<file path="config.mk">
export PLATFORM = sky130hd
export DESIGN_NAME = uart_fifo_port
export DESIGN_NICKNAME = d
export VERILOG_FILES = /design/src/rtl/uart_pkg.sv /design/src/rtl/sync_fifo.sv /design/src/rtl/uart_fifo_port.sv
export SDC_FILE = /design/constraint.sdc
export NUM_CORES = 1
export LEC_CHECK = 0
export CAP_MARGIN = 15
export CORE_UTILIZATION = 63
export CTS_BUF_LIST = sky130_fd_sc_hd__clkbuf_4 sky130_fd_sc_hd__clkbuf_8
export DETAILED_ROUTE_END_ITERATION = 10
export GPL_TIMING_DRIVEN = 0
export PLACE_DENSITY = 0.83
export SLEW_MARGIN = 30
export SYNTH_ARGS = -nofsm -noshare
export SYNTH_HDL_FRONTEND = slang
export SYNTH_SLANG_ARGS = --single-unit
</file>
<file path="constraint.sdc">
create_clock -name clk -period 3.3 [get_ports clk]
set_input_delay 0.495 -clock clk [delete_from_list [all_inputs] [get_ports clk]]
set_output_delay 0.495 -clock clk [all_outputs]
set_load 0.02 [all_outputs]
</file>
<file path="src/rtl/uart_pkg.sv">
// Shared widths and default FIFO depths for the buffered UART host port.
package uart_pkg;
  localparam int BYTE_W    = 8;
  localparam int RX_AW_DEF = 4;
  localparam int TX_AW_DEF = 4;
endpackage

</file>
<file path="src/rtl/sync_fifo.sv">
// Byte FIFO with show-ahead head, 1-cycle push-to-head latency.
// Push-when-full and pop-when-empty are dropped; flags come from registered count.
module sync_fifo
  import uart_pkg::*;
#(
  parameter int AW = 4
) (
  input  logic              clk,
  input  logic              resetq,
  input  logic              push,
  input  logic              pop,
  input  logic [BYTE_W-1:0] din,
  output logic [BYTE_W-1:0] dout,
  output logic              full,
  output logic              empty,
  output logic [AW:0]       count
);

  logic [BYTE_W-1:0] mem [2**AW];
  logic [AW-1:0]     wptr;
  logic [AW-1:0]     rptr;
  logic              do_push;
  logic              do_pop;

  // Count saturates exactly at 2^AW, so its MSB alone means full.
  assign full    = count[AW];
  assign empty   = (count == '0);
  assign do_push = push & ~full;
  assign do_pop  = pop & ~empty;
  assign dout    = mem[rptr];

  always_ff @(posedge clk) begin
    if (do_push) mem[wptr] <= din;
  end

  always_ff @(posedge clk or negedge resetq) begin
    if (!resetq) begin
      wptr  <= '0;
      rptr  <= '0;
      count <= '0;
    end else begin
      if (do_push) wptr <= wptr + 1'b1;
      if (do_pop)  rptr <= rptr + 1'b1;
      case ({do_push, do_pop})
        2'b10:   count <= count + 1'b1;
        2'b01:   count <= count - 1'b1;
        default: count <= count;
      endcase
    end
  end

endmodule

</file>
<file path="src/rtl/uart_fifo_port.sv">
// Host-side RX/TX buffering for the j1a UART strobe interface; cpu_wr to uart_wr is 1 cycle when idle.
// RX stalls the core (no uart_rd) when full; TX waits on uart_busy; overflow/underrun set sticky flags.
module uart_fifo_port
  import uart_pkg::*;
#(
  parameter int RX_AW = RX_AW_DEF,
  parameter int TX_AW = TX_AW_DEF
) (
  input  logic              clk,
  input  logic              resetq,
  input  logic              uart_valid,
  input  logic [BYTE_W-1:0] uart_rx_data,
  output logic              uart_rd,
  input  logic              uart_busy,
  output logic              uart_wr,
  output logic [BYTE_W-1:0] uart_tx_data,
  input  logic              cpu_rd,
  output logic [BYTE_W-1:0] cpu_rx_data,
  output logic              cpu_rx_valid,
  output logic [RX_AW:0]    cpu_rx_count,
  input  logic              cpu_wr,
  input  logic [BYTE_W-1:0] cpu_tx_data,
  output logic              cpu_tx_full,
  output logic              cpu_tx_empty,
  input  logic              cpu_clr,
  output logic              tx_drop,
  output logic              rx_underrun
);

  logic           rx_full;
  logic           rx_empty;
  logic           rx_hold;
  logic           tx_empty;
  logic           tx_hold;
  logic [TX_AW:0] tx_count;

  // The hold bits mask the cycle before the core reacts to a strobe,
  // so a byte is never read twice and a new byte never lands while busy is still low.
  assign uart_rd      = resetq & uart_valid & ~rx_full & ~rx_hold;
  assign uart_wr      = resetq & ~tx_empty & ~uart_busy & ~tx_hold;
  assign cpu_rx_valid = ~rx_empty;
  assign cpu_tx_empty = (tx_count == '0) & ~tx_hold & ~uart_busy;

  sync_fifo #(.AW(RX_AW)) u_rx_fifo (
    .clk    (clk),
    .resetq (resetq),
    .push   (uart_rd),
    .pop    (cpu_rd),
    .din    (uart_rx_data),
    .dout   (cpu_rx_data),
    .full   (rx_full),
    .empty  (rx_empty),
    .count  (cpu_rx_count)
  );

  sync_fifo #(.AW(TX_AW)) u_tx_fifo (
    .clk    (clk),
    .resetq (resetq),
    .push   (cpu_wr),
    .pop    (uart_wr),
    .din    (cpu_tx_data),
    .dout   (uart_tx_data),
    .full   (cpu_tx_full),
    .empty  (tx_empty),
    .count  (tx_count)
  );

  always_ff @(posedge clk or negedge resetq) begin
    if (!resetq) begin
      rx_hold     <= 1'b0;
      tx_hold     <= 1'b0;
      tx_drop     <= 1'b0;
      rx_underrun <= 1'b0;
    end else begin
      rx_hold     <= uart_rd;
      tx_hold     <= uart_wr;
      // A set event in the clearing cycle wins.
      tx_drop     <= (cpu_wr & cpu_tx_full) | (tx_drop & ~cpu_clr);
      rx_underrun <= (cpu_rd & rx_empty) | (rx_underrun & ~cpu_clr);
    end
  end

endmodule

</file>
# Yosys cells after proc, flatten, opt, wreduce, memory -nomap -nowiden
# Memory sizes are Yosys's and may differ from the RTL's.
# Index checks and enable logic that the tools add are counted.
# op_classes
reduce_logical	4
n_addsub	8
n_eq_ne	4
bitwise	26
mux	6
# ops
operator	count
$pmux 5 s2	2
$add 4x1->4 const B	4
$and 1x1->1	16
$add 5x1->5 const B	2
$logic_not 5->1	2
$sub 5x1->5 const B	2
$not 1->1	8
$eq 2x1->1 const B	2
$eq 2x2->1 const B	2
$mux 1	4
$reduce_bool 2->1	2
$or 1x1->1	2
# word_totals
word_cells	60
output_inout_bits	28
reg_bits	30
memories	2
input_bits	23
mem_bits_rw	256
# memory_table
name	words	word_bits	rd	rd_clocked_by_memory_dff	wr	line_no	source
u_rx_fifo.mem	16	8	1	0	1	sync_fifo.sv:19	logic [BYTE_W-1:0] mem [2**AW];
u_tx_fifo.mem	16	8	1	0	1	sync_fifo.sv:19	

# Depth between registers and ports, before layout
# depth
ltp_word	8
ltp_mapped	12

# Cells and area by module
# From an unflattened synthesis, not the netlist that was laid out.
# unflattened
hier_cells	675
hier_area_um2	11656.2
# modules_own_cells
module	area_per_inst_um2	cells_each	instances
sync_fifo (u_rx_fifo)	5758.0	328	1
sync_fifo (u_tx_fifo)	5731.7	331	1
uart_fifo_port	166.4	16	1

# Least setup slack after synthesis
# OpenSTA, ideal clock, no wires.
# synth_path
path_type	register to register
start	register u_rx_fifo.count[0]
end	register u_rx_fifo.count[4]
required_ps	3177
arrival_ps	2855
path_stages_with_launch	12
n_path_buf	1
slack_ps	322
cell_sequence	dfrtp_1 > or4_1 > nor2_1 > nor2b_1 > buf_2 > ha_1 > ha_1 > nor2b_1 > o21ai_0 > a21oi_1 > or3b_2 > xnor2_1
# synth_between
elab_chain_cells	5
elab_cells_between_ends	9
# synth_lines
item	line_no	source
start, declared	sync_fifo.sv:16	output logic [AW:0] count
start signal, assigned	sync_fifo.sv:45	2'b10: count <= count + 1'b1;
start signal, assigned	sync_fifo.sv:46	2'b01: count <= count - 1'b1;
start signal, assigned	sync_fifo.sv:47	default: count <= count;
$logic_not 5->1 *	sync_fifo.sv:27	assign empty = (count == '0);
$not 1->1 *	sync_fifo.sv:29	assign do_pop = pop & ~empty;
$and 1x1->1 *	sync_fifo.sv:29	
net u_rx_fifo.do_pop	sync_fifo.sv:23	logic do_pop;
$eq 2x1->1 / $eq 2x2->1 (equally long branches)	sync_fifo.sv:44	case ({do_push, do_pop})
$pmux 5 s2 / $reduce_bool 2->1 (equally long branches)	--	
# Mark *: on every way through the listed nets, which the timed path passes. The rest lies on a longest branch.
# A chain may end at the register's enable or synchronous reset.

# Worst setup path after layout
# layout_path
start	input port resetq
end	register u_rx_fifo.count[4]
# layout_between
elab_chain_cells	6
elab_cells_between_ends	8
# layout_lines
item	line_no	source
start, declared	uart_fifo_port.sv:10	input logic resetq,
$and 1x1->1 * (3 in series)	uart_fifo_port.sv:39	assign uart_rd = resetq & uart_valid & ~rx_full & ~rx_hold;
$and 1x1->1 *	sync_fifo.sv:28	assign do_push = push & ~full;
$eq 2x1->1 / $eq 2x2->1 (equally long branches)	sync_fifo.sv:44	
$pmux 5 s2 / $reduce_bool 2->1 (equally long branches)	--	
# Every way passes the cells marked *; elsewhere a longest branch is shown, timed or not.

==> metrics.txt <==
Total Routed Length=23.7 mm; Nets=757; post-synthesis register bit count=286; fin crit share=97.9%; DP Wirelength=15.2 mm; initial core utilization=64.5%; Bufs on Longest Clock Path=3; Avg Inst Size Synth=18.9 um^2; clock root buffer=clkbuf_8; area of the die=19000 um^2; Mapped Area=11600 um^2; Main synth FF type=edfxtp_1; slew of the pin with the lowest slew margin=0.898 ns; CP max FO=10; share of flip-flops with an asynchronous set or reset=10.5%; Max Transition Viols Final=0; mux cell area share after synthesis=14.9%; Mapped Cells=615; CP arrival=3.66 ns; CTS buffer count=44; synth cell count leaders=edfxtp_1, dfrtp_1, mux4_1; H-tree Lvls=2; detail-routed net length per standard cell=24.4 um; Netlist cell types=36; Final Util=74.9%; initial antenna violation count=0; final hold slack=0.504 ns; routed via count=6147; Synth Area in Compound Gates=2.93%; yosys warns=0; CTS Sinks=286; setup TNS=0 ns; Post-Synth Simple-Gate Area=3.59%; Setup Skew=0.0183 ns; drt first pass iters=5; multi-input logic area=3120 um^2; LEAKAGE=0.00471 uW; Filler cells=957; power per cell area=841 nW/um^2; Die Span Y=138 um; number of diodes=0; net count after synthesis=658; DR vias/cell=6.33; worst vdd ir=0.000719 V; Hold/Removal Path Class=input pin to async pin; area delta synth->final=16.1%; FMAX=309 MHz; adder-cell share of the synthesized area=2.28%; first-pass GRT wire length=35.5 mm; Worst EP required=3.73 ns; min Tclk post-route=3.23 ns; count leader, synth=edfxtp_1; startpoint types=input pin; share of cells above drive strength 1=21.2%; area leader, netlist=edfxtp_1; Final ANT Viol Nets=0; main combinational cell family by area after synthesis=multiplexers; vias in the first global route=6368; Clock transition at path regs=0.06 ns; Core Area=18000 um^2; status=complete, no violations; Slew headroom=39.9%; max-cap viol count=0; I/O Buffers=50; kind of critical path=input pin to register; number of flops mapped to enable cells by yosys=256; pin count of the biggest net entering global routing=28; total grt overflow=0; endpoints failing setup=0; clk_lat worst skew=0.56 ns; Iteration-0 DRC Markers=513; Fin. Hold Viols=0; Final GP Congestion=0.794; Yosys top cell area share=66.1%; I/O Pins=51; synth top area cells=edfxtp_1, mux4_1, dfrtp_1, mux4_2, mux2i_1; storage element area=8440 um^2; Total GRT Usage=26.3%; # DRC=0; sequential area share after synthesis=72.6%; CTS tree=built; die width=138 um; xor and xnor area share after synthesis=1.51%; crit end category=register; Site Rows=49
## worst paths after layout
path                                                 from                              to  slack, ns  cells past startpoint
min in group clk           u_rx_fifo.count[4]$_DFFE_PN0P_  u_rx_fifo.count[4]$_DFFE_PN0P_       0.53                      1
max in group asynchronous                          resetq   u_tx_fifo.rptr[0]$_DFFE_PN0P_       2.17                      3
min                                                resetq  u_tx_fifo.count[4]$_DFFE_PN0P_       0.50                      3
max reg2reg                u_rx_fifo.count[0]$_DFFE_PN0P_  u_rx_fifo.count[4]$_DFFE_PN0P_       0.13                     11
min reg2reg                u_rx_fifo.count[4]$_DFFE_PN0P_  u_rx_fifo.count[4]$_DFFE_PN0P_       0.53                      1
max                                                resetq  u_rx_fifo.count[4]$_DFFE_PN0P_       0.07                     12
## report_power, final
part           internal, uW  total, uW  switching (uW)
Sequential             4280       4490             212
Combinational          1850       4110            2270
Clock                  1450       2740            1290
## repair_timing
item                       4_1_cts  5_1_grt
setup buffers                    0        0
hold endpoints to repair         3        0
setup endpoints to repair       16       10
gates resized for setup         40       23
hold buffers                     3        0
pin swaps                        1        1
## sequential cells by signal (all words and copies together) (netlist names)
name,count
u_rx_fifo.count,5
u_rx_fifo.rptr,4
u_tx_fifo.count,5
rx_hold,1
u_tx_fifo.wptr,4
u_tx_fifo.mem,128
tx_drop,1
u_rx_fifo.wptr,4
tx_hold,1
u_rx_fifo.mem,128
u_tx_fifo.rptr,4
rx_underrun,1
## critical path, stage by stage
cell	delay, ns
dlygate4sd3_1	0.52
buf_2	0.18
nor4bb_1	0.36
buf_4	0.24
inv_1	0.16
ha_1	0.29
ha_1	0.34
nor2b_1	0.15
o21ai_0	0.23
a21oi_1	0.11
or3b_2	0.46
xnor2_1	0.13
## layout make-up
type / count / area share [%]
timing repair buffer: 57 / 4.10
clock inverter: 14 / 0.510
inverter: 21 / 0.584
buffer: 30 / 1.60
tap: 229 / 2.12
clock buffer: 60 / 5.47
multi-input combinational: 274 / 23.1
sequential: 286 / 62.5
## layer usage
metal | up-vias | track usage [%] | wire [um]
li1 | 2660 | - | -
met1 | 3106 | 34.7 | 9150
met2 | 325 | 43.1 | 12000
met3 | 56 | 5.30 | 1870
met4 | 0 | 11.6 | 739
met5 | - | 0 | 0
## layout by cell type, fill, tap and decap left out, types with 6 or more instances in the layout
master	count
mux2i_1	24
mux4_2	28
clkbuf_8	47
inv_1	21
nor3_2	8
o21ai_0	27
clkinv_1	11
mux4_1	28
nand2_1	27
buf_2	6
clkdlybuf4s50_1	37
xnor2_1	14
clkbuf_4	19
clkbuf_1	9
a21oi_1	9
dfrtp_1	29
dlygate4sd2_1	8
buf_6	6
edfxtp_1	256
a22oi_1	8
ha_1	18
xor2_1	6
nor2_1	18
mux2_2	10
## metrics by stage
step / power [uW] / instance area [um^2] / setup slack (ns) / instances
after floorplan: 7080 / 11600 / 0.322 / 615
after global placement: 8260 / 12400 / -1.35 / 894
after detailed placement: 8500 / 12500 / -0.413 / 898
after CTS: 11300 / 13500 / 0.00258 / 972
after global routing: 11800 / 13500 / -0.0976 / 971
final: 11300 / 13500 / 0.0688 / 971
## logic make-up (layout without fill, tap and decap cells)
kind of cell / count (synthesis) / in the layout
flops: 286 / 286
mux: 91 / 91
simple gates: 86 / 86
compound gates: 57 / 57
buf+inv: 55 / 182
fa+ha+maj: 20 / 20
xor+xnor: 20 / 20
Note: power is estimated with default switching activity, not from simulation.
